[src/rtl/unit_dispatch_pkg.sv]
// Shared constants for the dispatch / result-selection pair: unit select
// encodings, FSM state encoding and the select-to-unit one-hot decode.
package unit_dispatch_pkg;

    localparam logic [1:0] SEL_GREEN  = 2'b00;
    localparam logic [1:0] SEL_BLUE0  = 2'b01;
    localparam logic [1:0] SEL_BLUE1  = 2'b10;
    localparam logic [1:0] SEL_YELLOW = 2'b11;

    localparam int unsigned UNIT_N   = 3;
    localparam int unsigned UNIT_GRN = 0;
    localparam int unsigned UNIT_BLU = 1;
    localparam int unsigned UNIT_YEL = 2;

    typedef enum logic {
        ST_IDLE  = 1'b0,
        ST_ISSUE = 1'b1
    } state_e;

    // One-hot unit vector {yellow, blue, green} for a given select code.
    function automatic logic [UNIT_N-1:0] sel_to_unit(input logic [1:0] sel);
        logic [UNIT_N-1:0] oh;
        oh = '0;
        case (sel)
            SEL_GREEN:  oh[UNIT_GRN] = 1'b1;
            SEL_BLUE0:  oh[UNIT_BLU] = 1'b1;
            SEL_BLUE1:  oh[UNIT_BLU] = 1'b1;
            SEL_YELLOW: oh[UNIT_YEL] = 1'b1;
            default:    oh = '0;
        endcase
        return oh;
    endfunction

endpackage

[src/rtl/unit_dispatch_timer.sv]
// dispatch_timer: clearable, incrementing wait counter for the ISSUE state.
// expire_o is high while the count sits at TIMEOUT-1.
module dispatch_timer #(
    parameter int unsigned TIMEOUT = 255
) (
    input  logic clk,
    input  logic reset,
    input  logic clr_i,
    input  logic inc_i,
    output logic expire_o
);

    localparam int unsigned T_W = $clog2(TIMEOUT + 1);

    logic [T_W-1:0] cnt_q;
    logic [T_W-1:0] cnt_d;

    // Next count: clear has priority over increment.
    always_comb begin
        cnt_d = cnt_q;
        if (clr_i) begin
            cnt_d = '0;
        end else if (inc_i) begin
            cnt_d = cnt_q + T_W'(1);
        end
    end

    // Count register with synchronous reset.
    always_ff @(posedge clk) begin
        if (reset) begin
            cnt_q <= '0;
        end else begin
            cnt_q <= cnt_d;
        end
    end

    assign expire_o = (cnt_q == T_W'(TIMEOUT - 1));

endmodule

[src/rtl/unit_dispatch.sv]
// unit_dispatch: accepts one instruction, holds it, and issues it to the
// green, blue or yellow execution unit chosen by opCode[15:14].
// Optional per-unit issue counters are built when DISPATCH_STATS_EN is defined;
// otherwise the count ports are tied to zero.
module unit_dispatch
    import unit_dispatch_pkg::*;
#(
    parameter int unsigned DATA_W  = 16,
    parameter int unsigned ZNC_W   = 3,
    parameter int unsigned TIMEOUT = 255,
    parameter int unsigned CNT_W   = 16
) (
    input  logic              clk,
    input  logic              reset,
    input  logic              in_valid,
    output logic              in_ready,
    input  logic [15:0]       opCode,
    input  logic [DATA_W-1:0] A_in,
    input  logic [DATA_W-1:0] B_in,
    input  logic [ZNC_W-1:0]  ZNC_in,
    output logic [15:0]       op_issue,
    output logic [DATA_W-1:0] A_issue,
    output logic [DATA_W-1:0] B_issue,
    output logic [ZNC_W-1:0]  ZNC_issue,
    output logic              green_valid,
    output logic              blue_valid,
    output logic              yellow_valid,
    input  logic              green_ready,
    input  logic              blue_ready,
    input  logic              yellow_ready,
    output logic              busy,
    output logic [1:0]        last_sel,
    output logic              timeout_err,
    output logic [CNT_W-1:0]  green_cnt,
    output logic [CNT_W-1:0]  blue_cnt,
    output logic [CNT_W-1:0]  yellow_cnt
);

    state_e            state_q;
    logic [15:0]       op_q;
    logic [DATA_W-1:0] a_q;
    logic [DATA_W-1:0] b_q;
    logic [ZNC_W-1:0]  znc_q;
    logic [1:0]        sel_q;
    logic [1:0]        last_sel_q;
    logic              timeout_err_q;

    logic [UNIT_N-1:0] unit_oh;
    logic [UNIT_N-1:0] ready_vec;
    logic              busy_c;
    logic              hs_c;
    logic              accept_c;
    logic              expire_c;
    logic              drop_c;

    // Unit decode uses only the held select, never the live opCode.
    assign unit_oh   = sel_to_unit(sel_q);
    assign ready_vec = {yellow_ready, blue_ready, green_ready};
    assign busy_c    = (state_q == ST_ISSUE);
    assign hs_c      = busy_c & |(unit_oh & ready_vec);
    assign in_ready  = busy_c ? hs_c : 1'b1;
    assign accept_c  = in_valid & in_ready;
    assign drop_c    = busy_c & ~hs_c & expire_c;

    dispatch_timer #(
        .TIMEOUT (TIMEOUT)
    ) u_timer (
        .clk      (clk),
        .reset    (reset),
        .clr_i    (accept_c | drop_c),
        .inc_i    (busy_c & ~hs_c & ~expire_c),
        .expire_o (expire_c)
    );

    // Dispatch FSM plus holding registers and status flags.
    always_ff @(posedge clk) begin
        if (reset) begin
            state_q       <= ST_IDLE;
            op_q          <= '0;
            a_q           <= '0;
            b_q           <= '0;
            znc_q         <= '0;
            sel_q         <= '0;
            last_sel_q    <= '0;
            timeout_err_q <= 1'b0;
        end else begin
            timeout_err_q <= drop_c;
            if (hs_c) begin
                last_sel_q <= sel_q;
            end
            if (accept_c) begin
                op_q  <= opCode;
                a_q   <= A_in;
                b_q   <= B_in;
                znc_q <= ZNC_in;
                sel_q <= opCode[15:14];
            end
            case (state_q)
                ST_IDLE: begin
                    if (accept_c) begin
                        state_q <= ST_ISSUE;
                    end
                end
                ST_ISSUE: begin
                    if ((hs_c && !in_valid) || drop_c) begin
                        state_q <= ST_IDLE;
                    end
                end
                default: state_q <= ST_IDLE;
            endcase
        end
    end

    assign op_issue     = op_q;
    assign A_issue      = a_q;
    assign B_issue      = b_q;
    assign ZNC_issue    = znc_q;
    assign green_valid  = busy_c & unit_oh[UNIT_GRN];
    assign blue_valid   = busy_c & unit_oh[UNIT_BLU];
    assign yellow_valid = busy_c & unit_oh[UNIT_YEL];
    assign busy         = busy_c;
    assign last_sel     = last_sel_q;
    assign timeout_err  = timeout_err_q;

`ifdef DISPATCH_STATS_EN
    logic [CNT_W-1:0] green_cnt_q;
    logic [CNT_W-1:0] blue_cnt_q;
    logic [CNT_W-1:0] yellow_cnt_q;

    // Per-unit completed-handshake counters, wrapping naturally.
    always_ff @(posedge clk) begin
        if (reset) begin
            green_cnt_q  <= '0;
            blue_cnt_q   <= '0;
            yellow_cnt_q <= '0;
        end else if (hs_c) begin
            if (unit_oh[UNIT_GRN]) green_cnt_q  <= green_cnt_q  + CNT_W'(1);
            if (unit_oh[UNIT_BLU]) blue_cnt_q   <= blue_cnt_q   + CNT_W'(1);
            if (unit_oh[UNIT_YEL]) yellow_cnt_q <= yellow_cnt_q + CNT_W'(1);
        end
    end

    assign green_cnt  = green_cnt_q;
    assign blue_cnt   = blue_cnt_q;
    assign yellow_cnt = yellow_cnt_q;
`else
    assign green_cnt  = '0;
    assign blue_cnt   = '0;
    assign yellow_cnt = '0;
`endif

endmodule

[config.mk]
export PLATFORM = sky130hd
export DESIGN_NAME = unit_dispatch
export DESIGN_NICKNAME = d
export VERILOG_FILES = /design/src/rtl/unit_dispatch_pkg.sv /design/src/rtl/unit_dispatch_timer.sv /design/src/rtl/unit_dispatch.sv
export SDC_FILE = /design/constraint.sdc
export NUM_CORES = 1
export LEC_CHECK = 0
export CORE_MARGIN = 2
export CORE_UTILIZATION = 40
export DETAILED_ROUTE_END_ITERATION = 8
export PLACE_DENSITY = 0.85
export REMOVE_ABC_BUFFERS = 1
export SYNTH_ARGS = -nofsm -noshare
export SYNTH_HDL_FRONTEND = slang
export SYNTH_SLANG_ARGS = --single-unit
[constraint.sdc]
create_clock -name clk -period 4.3 [get_ports clk]
set_input_delay 1.075 -clock clk [delete_from_list [all_inputs] [get_ports clk]]
set_output_delay 1.075 -clock clk [all_outputs]
set_load 0.01 [all_outputs]
Word level (Yosys, flattened, before mapping)
Cells that the tools add are included.

cells by class
  add/sub/neg operators = 1
  eq/ne operators = 4
  mux-type cells = 7
  bitwise gates (word level) = 13
  reductions and logical operators = 7

operator list
  cell                                                  count
  adder 8 x 1 -> 8 bit (second input constant)          1
  AND 1 bit                                             8
  equality test 8 bit (second input constant)           1
  two-way mux 1 bit                                     6
  equality test 2 bit (second input constant)           2
  OR reduction 2 bit                                    2
  AND 3 bit                                             1
  NOT 1 bit                                             3
  OR reduction 3 bit                                    1
  equality test 2 x 1 -> 1 bit (second input constant)  1
  logical NOT 2 bit                                     1
  one-hot mux 1 bit (2 select lines)                    1
  logical AND 1 bit                                     1
  logical NOT 1 bit                                     1
  logical OR 1 bit                                      1
  OR 1 bit                                              1

storage, ports and cells
  register bits = 65
  output and inout port bits = 107
  word-level logic and storage cells = 41

Logic depth before layout (Yosys ltp)
  word-level depth = 12
  gate-level depth with buffers = 8
  mapped depth without buffers = 6

Modules after synthesis
A second synthesis with hierarchy kept.

second synthesis, totals
  cells, all modules = 339
  area, all modules = 3204.3 um^2

by module, submodules not included
  module          instances  cells an instance  area an instance (um^2)  seq. area each (um^2)
  unit_dispatch   1          297                2836.5                   1101.1
  dispatch_timer  1          42                 367.9                    160.2

Worst setup path after synthesis
OpenSTA, ideal clock, no wires.

  path kind = input-to-output
  from = in green_ready
  to = out in_ready
  data arrival time = 1834 ps
  data required time = 3225 ps
  path slack = 1391 ps
  stages on the path = 2
  cell sequence = a222oi_1 -> nand2_1

between the ends
  word-level cells in the longest chain between the ends = 4

ends and longest elaborated chain
  what                RTL line             RTL
  start, declared     unit_dispatch.sv:28  input logic green_ready,
  AND 3 bit           unit_dispatch.sv:60  assign hs_c = busy_c & |(unit_oh & ready_vec);
  OR reduction 3 bit  unit_dispatch.sv:60
  AND 1 bit           unit_dispatch.sv:60
  two-way mux 1 bit   unit_dispatch.sv:61  assign in_ready = busy_c ? hs_c : 1'b1;
  end, declared       unit_dispatch.sv:16  output logic in_ready,

No other way between the ends.

Final worst setup path
Ends and elaborated chain as after synthesis.

==> results.txt <==
----------------------------------------------------
[Clocking]
  Clock Tree Buf Depth ... 2
  Num CTS Buffers ... 9
  H-tree Lvls ... 3
  Clock Latency Late Sink ... about 0.33 ns
  Number of clock sinks ... 63
  Cell at the root of the clock tree ... clkbuf_8
  Clock tree from TritonCTS ... done
  Number of buffers inserted by post-CTS setup repair ... 0
  Clock input transition at the sequential cells of the worst setup and hold paths ... around 0.070 ns
  Post-CTS Hold Fix Bufs ... 0
  CTS-repair resized insts ... 0

[STA]
  Hold WS ... 0.494 ns
  Headroom to the max-slew limit ... 46.6%
  Share of the cycle needed by the critical path after routing ... a little over four fifths
  Peak clock frequency supported by timing ... 275 MHz
  Post-route setup TNS ... 0 ns
  Worst setup skew after layout ... 0.00821 ns
  Final count of pins violating max slew ... 0
  Final-report hold violation count ... 0
  Tmin final ... between 3 and 4 ns
  Endpoints failing setup ... 0
  RSZ-0062 raised after global routing ... false
  Actual transition at the worst max-transition pin ... around 0.8 ns

[Logic synthesis]
  Count of different cell masters after synthesis ... 31
  Portion of the post-synthesis area used by sequential elements ... 46.0%
  Ys flop type ... dfxtp_1
  Register bit count reported by yosys ... 63
  Area of the mapped netlist ... 2740 um^2
  Number of flops mapped to enable cells by yosys ... 0
  Post-Syn Instances ... approximately 280
  Mean instance size in the synthesized netlist ... ~9.7 um^2
  Async set or reset register ratio after synthesis ... 0%
  Count of warnings emitted by yosys ... 0

[Drt]
  Post-route DRC violation count ... 0
  Post-detailed-route count of antenna-violating nets ... 0
  Via count ... between 2000 and 2500
  Per-cell via count in the routed design ... ~4.6
  Number of DRC markers after the initial detailed-route iteration ... slightly below 80
  First-pass iteration count of the detailed router ... 4
  Routed wire length ... ~6000 um
  Average wire length per cell after detail routing ... ~12 um

[Global routing]
  Pin count of the biggest net entering global routing ... 39
  Global Route Usage Sum ... between 15 and 20%
  Number of global-route vias before repair ... between 2000 and 2500
  Wire length of the first global-routing pass ... 9270 um
  Aggregate global routing overflow ... 0
  Antenna violations before repair ... 0

[Floorplan]
  Top-Level Pins ... ~160
  # rows ... 30
  CORE AREA ... ~6700 um^2
  Die X ... about 87 um
  Die Area ... roughly 7500 um^2
  Die height ... slightly below 90 um
  Starting Density ... about two fifths

[Layout]
  Flip-flop and latch area ... 1260 um^2
  Ant. Diodes ... 0
  Multi-input gate area ... ~1200 um^2
  Net total in the final layout ... 458
  Share of cells above drive strength 1 ... between 4 and 5%
  Commonest non-fill, non-tap cells in the layout ... 114 x clkdlybuf4s50_1, 63 x dfxtp_1, 57 x nor2_1, 54 x mux2i_1, 48 x conb_1
  Most frequent standard cell in the layout excluding fill and tap cells ... clkdlybuf4s50_1
  Utilization after layout ... about three fifths
  Count of filler cells inserted in the layout ... about 580
  Layout overhead on the synthesized area ... 44.8%

[Power]
  Worst vdd rail ir drop ... about 260 uV
  Leakage component of the power ... between 1.5 and 2 nW
  Power density normalized to cell area ... roughly 350 nW/um^2

[Setup path]
  Data arrival time of the worst path ... 2.56 ns
  Critical path capture point type ... primary output
  Data required time of the critical path ... 3.22 ns
  CP max FO ... 3
  CP Class ... in2out
  Kind of start point of the critical path ... input port

[Placed design]
  Detailed placement HPWL ... about 4400 um
  Count of input and output buffers ... about 120
  Weighted congestion at the end of routability-driven global placement ... roughly 0.71

[Job]
  Max-Cap Viols ... 0

[Min path]
  Class of the worst hold path ... reg2reg

[Outcome]
  Result of the run ... complete, no violations

----------------------------------------------------
## per-layer routing
layer  global-route usage (%)  routed length, um
met3                     6.29                495
met2                     25.8               2850
met1                     17.7               2410
met5                        0                  0
met4                     8.10                155
## metrics by stage
stage / setup slack [ns] / total power, W / instance area, um^2 / std cells
3_5_place_dp: 0.650 / 0.000921 / 3780 / 466
2_1_floorplan: -1.21 / 0.000781 / 2500 / 268
6_report: 0.669 / 0.00140 / 3970 / 482
4_1_cts: 0.651 / 0.00142 / 3970 / 482
5_1_grt: 0.533 / 0.00147 / 3970 / 482
3_3_place_gp: 0.670 / 0.000915 / 3780 / 466
## path summary, 6_finish.rpt
check	startpoint	end	slack, ns	cells past startpoint
max	green_ready	in_ready	0.67	4
min	B_issue[13]	B_issue[13]	0.49	2
max reg2reg	op_issue[15]	A_issue[3]	1.54	8
min reg2reg	B_issue[13]	B_issue[13]	0.49	2
## sequential cells by signal, indices dropped and copies added (netlist names)
name           flops
ZNC_issue          3
busy               1
op_issue          16
timeout_err        1
last_sel           2
u_timer.cnt_q      8
B_issue           16
A_issue           16
## cells by family (layout without fill, tap and decap cells)
kind of cell | count (synthesis) | after routing | share of synthesized area [%]
and+or+nand+nor | 77 | 77 | 11.8
xor gates and xnor gates | 2 | 2 | 0.640
muxes | 54 | 54 | 19.7
AOI/OAI and AO/OA | 16 | 16 | 3.97
buffers and inverters | 65 | 138 | 15.8
DFF | 63 | 63 | 46.0
adders and majority gates | 4 | 4 | 1.83
other | 1 | 48 | 0.137
## critical path: stages
cell,delay (ns)
clkdlybuf4s50_1,0.40
a222oi_1,0.42
nand2_1,0.15
clkdlybuf4s50_1,0.50
## where the power goes
part | switching, W | internal (W)
registers | 0.0000210 | 0.000618
clock network | 0.000226 | 0.000266
logic | 0.000117 | 0.000151
total | 0.000364 | 0.00103
## Yosys cell counts (2+ instances only)
library cell	n	share of area, %
nand2_1	4	0.55
mux2i_1	54	20
buf_2	7	1.3
or3_1	4	0.91
nor2_1	57	7.8
ha_1	4	1.8
dfxtp_1	63	46
and2_1	3	0.69
clkbuf_1	6	0.82
a21oi_1	5	0.91
inv_1	4	0.55
nand3_1	4	0.73
o21ai_1	2	0.37
buf_4	48	13
## layout make-up
class,instances,share of cell area (%)
multi-input cells,201,31.1
inverters,4,0.379
well taps,80,2.52
repair buffers,118,29.5
clock inverters,6,1.55
clock buffers,10,3.22
flip-flops and latches,63,31.8
Note: power is estimated with default switching activity, not from simulation.
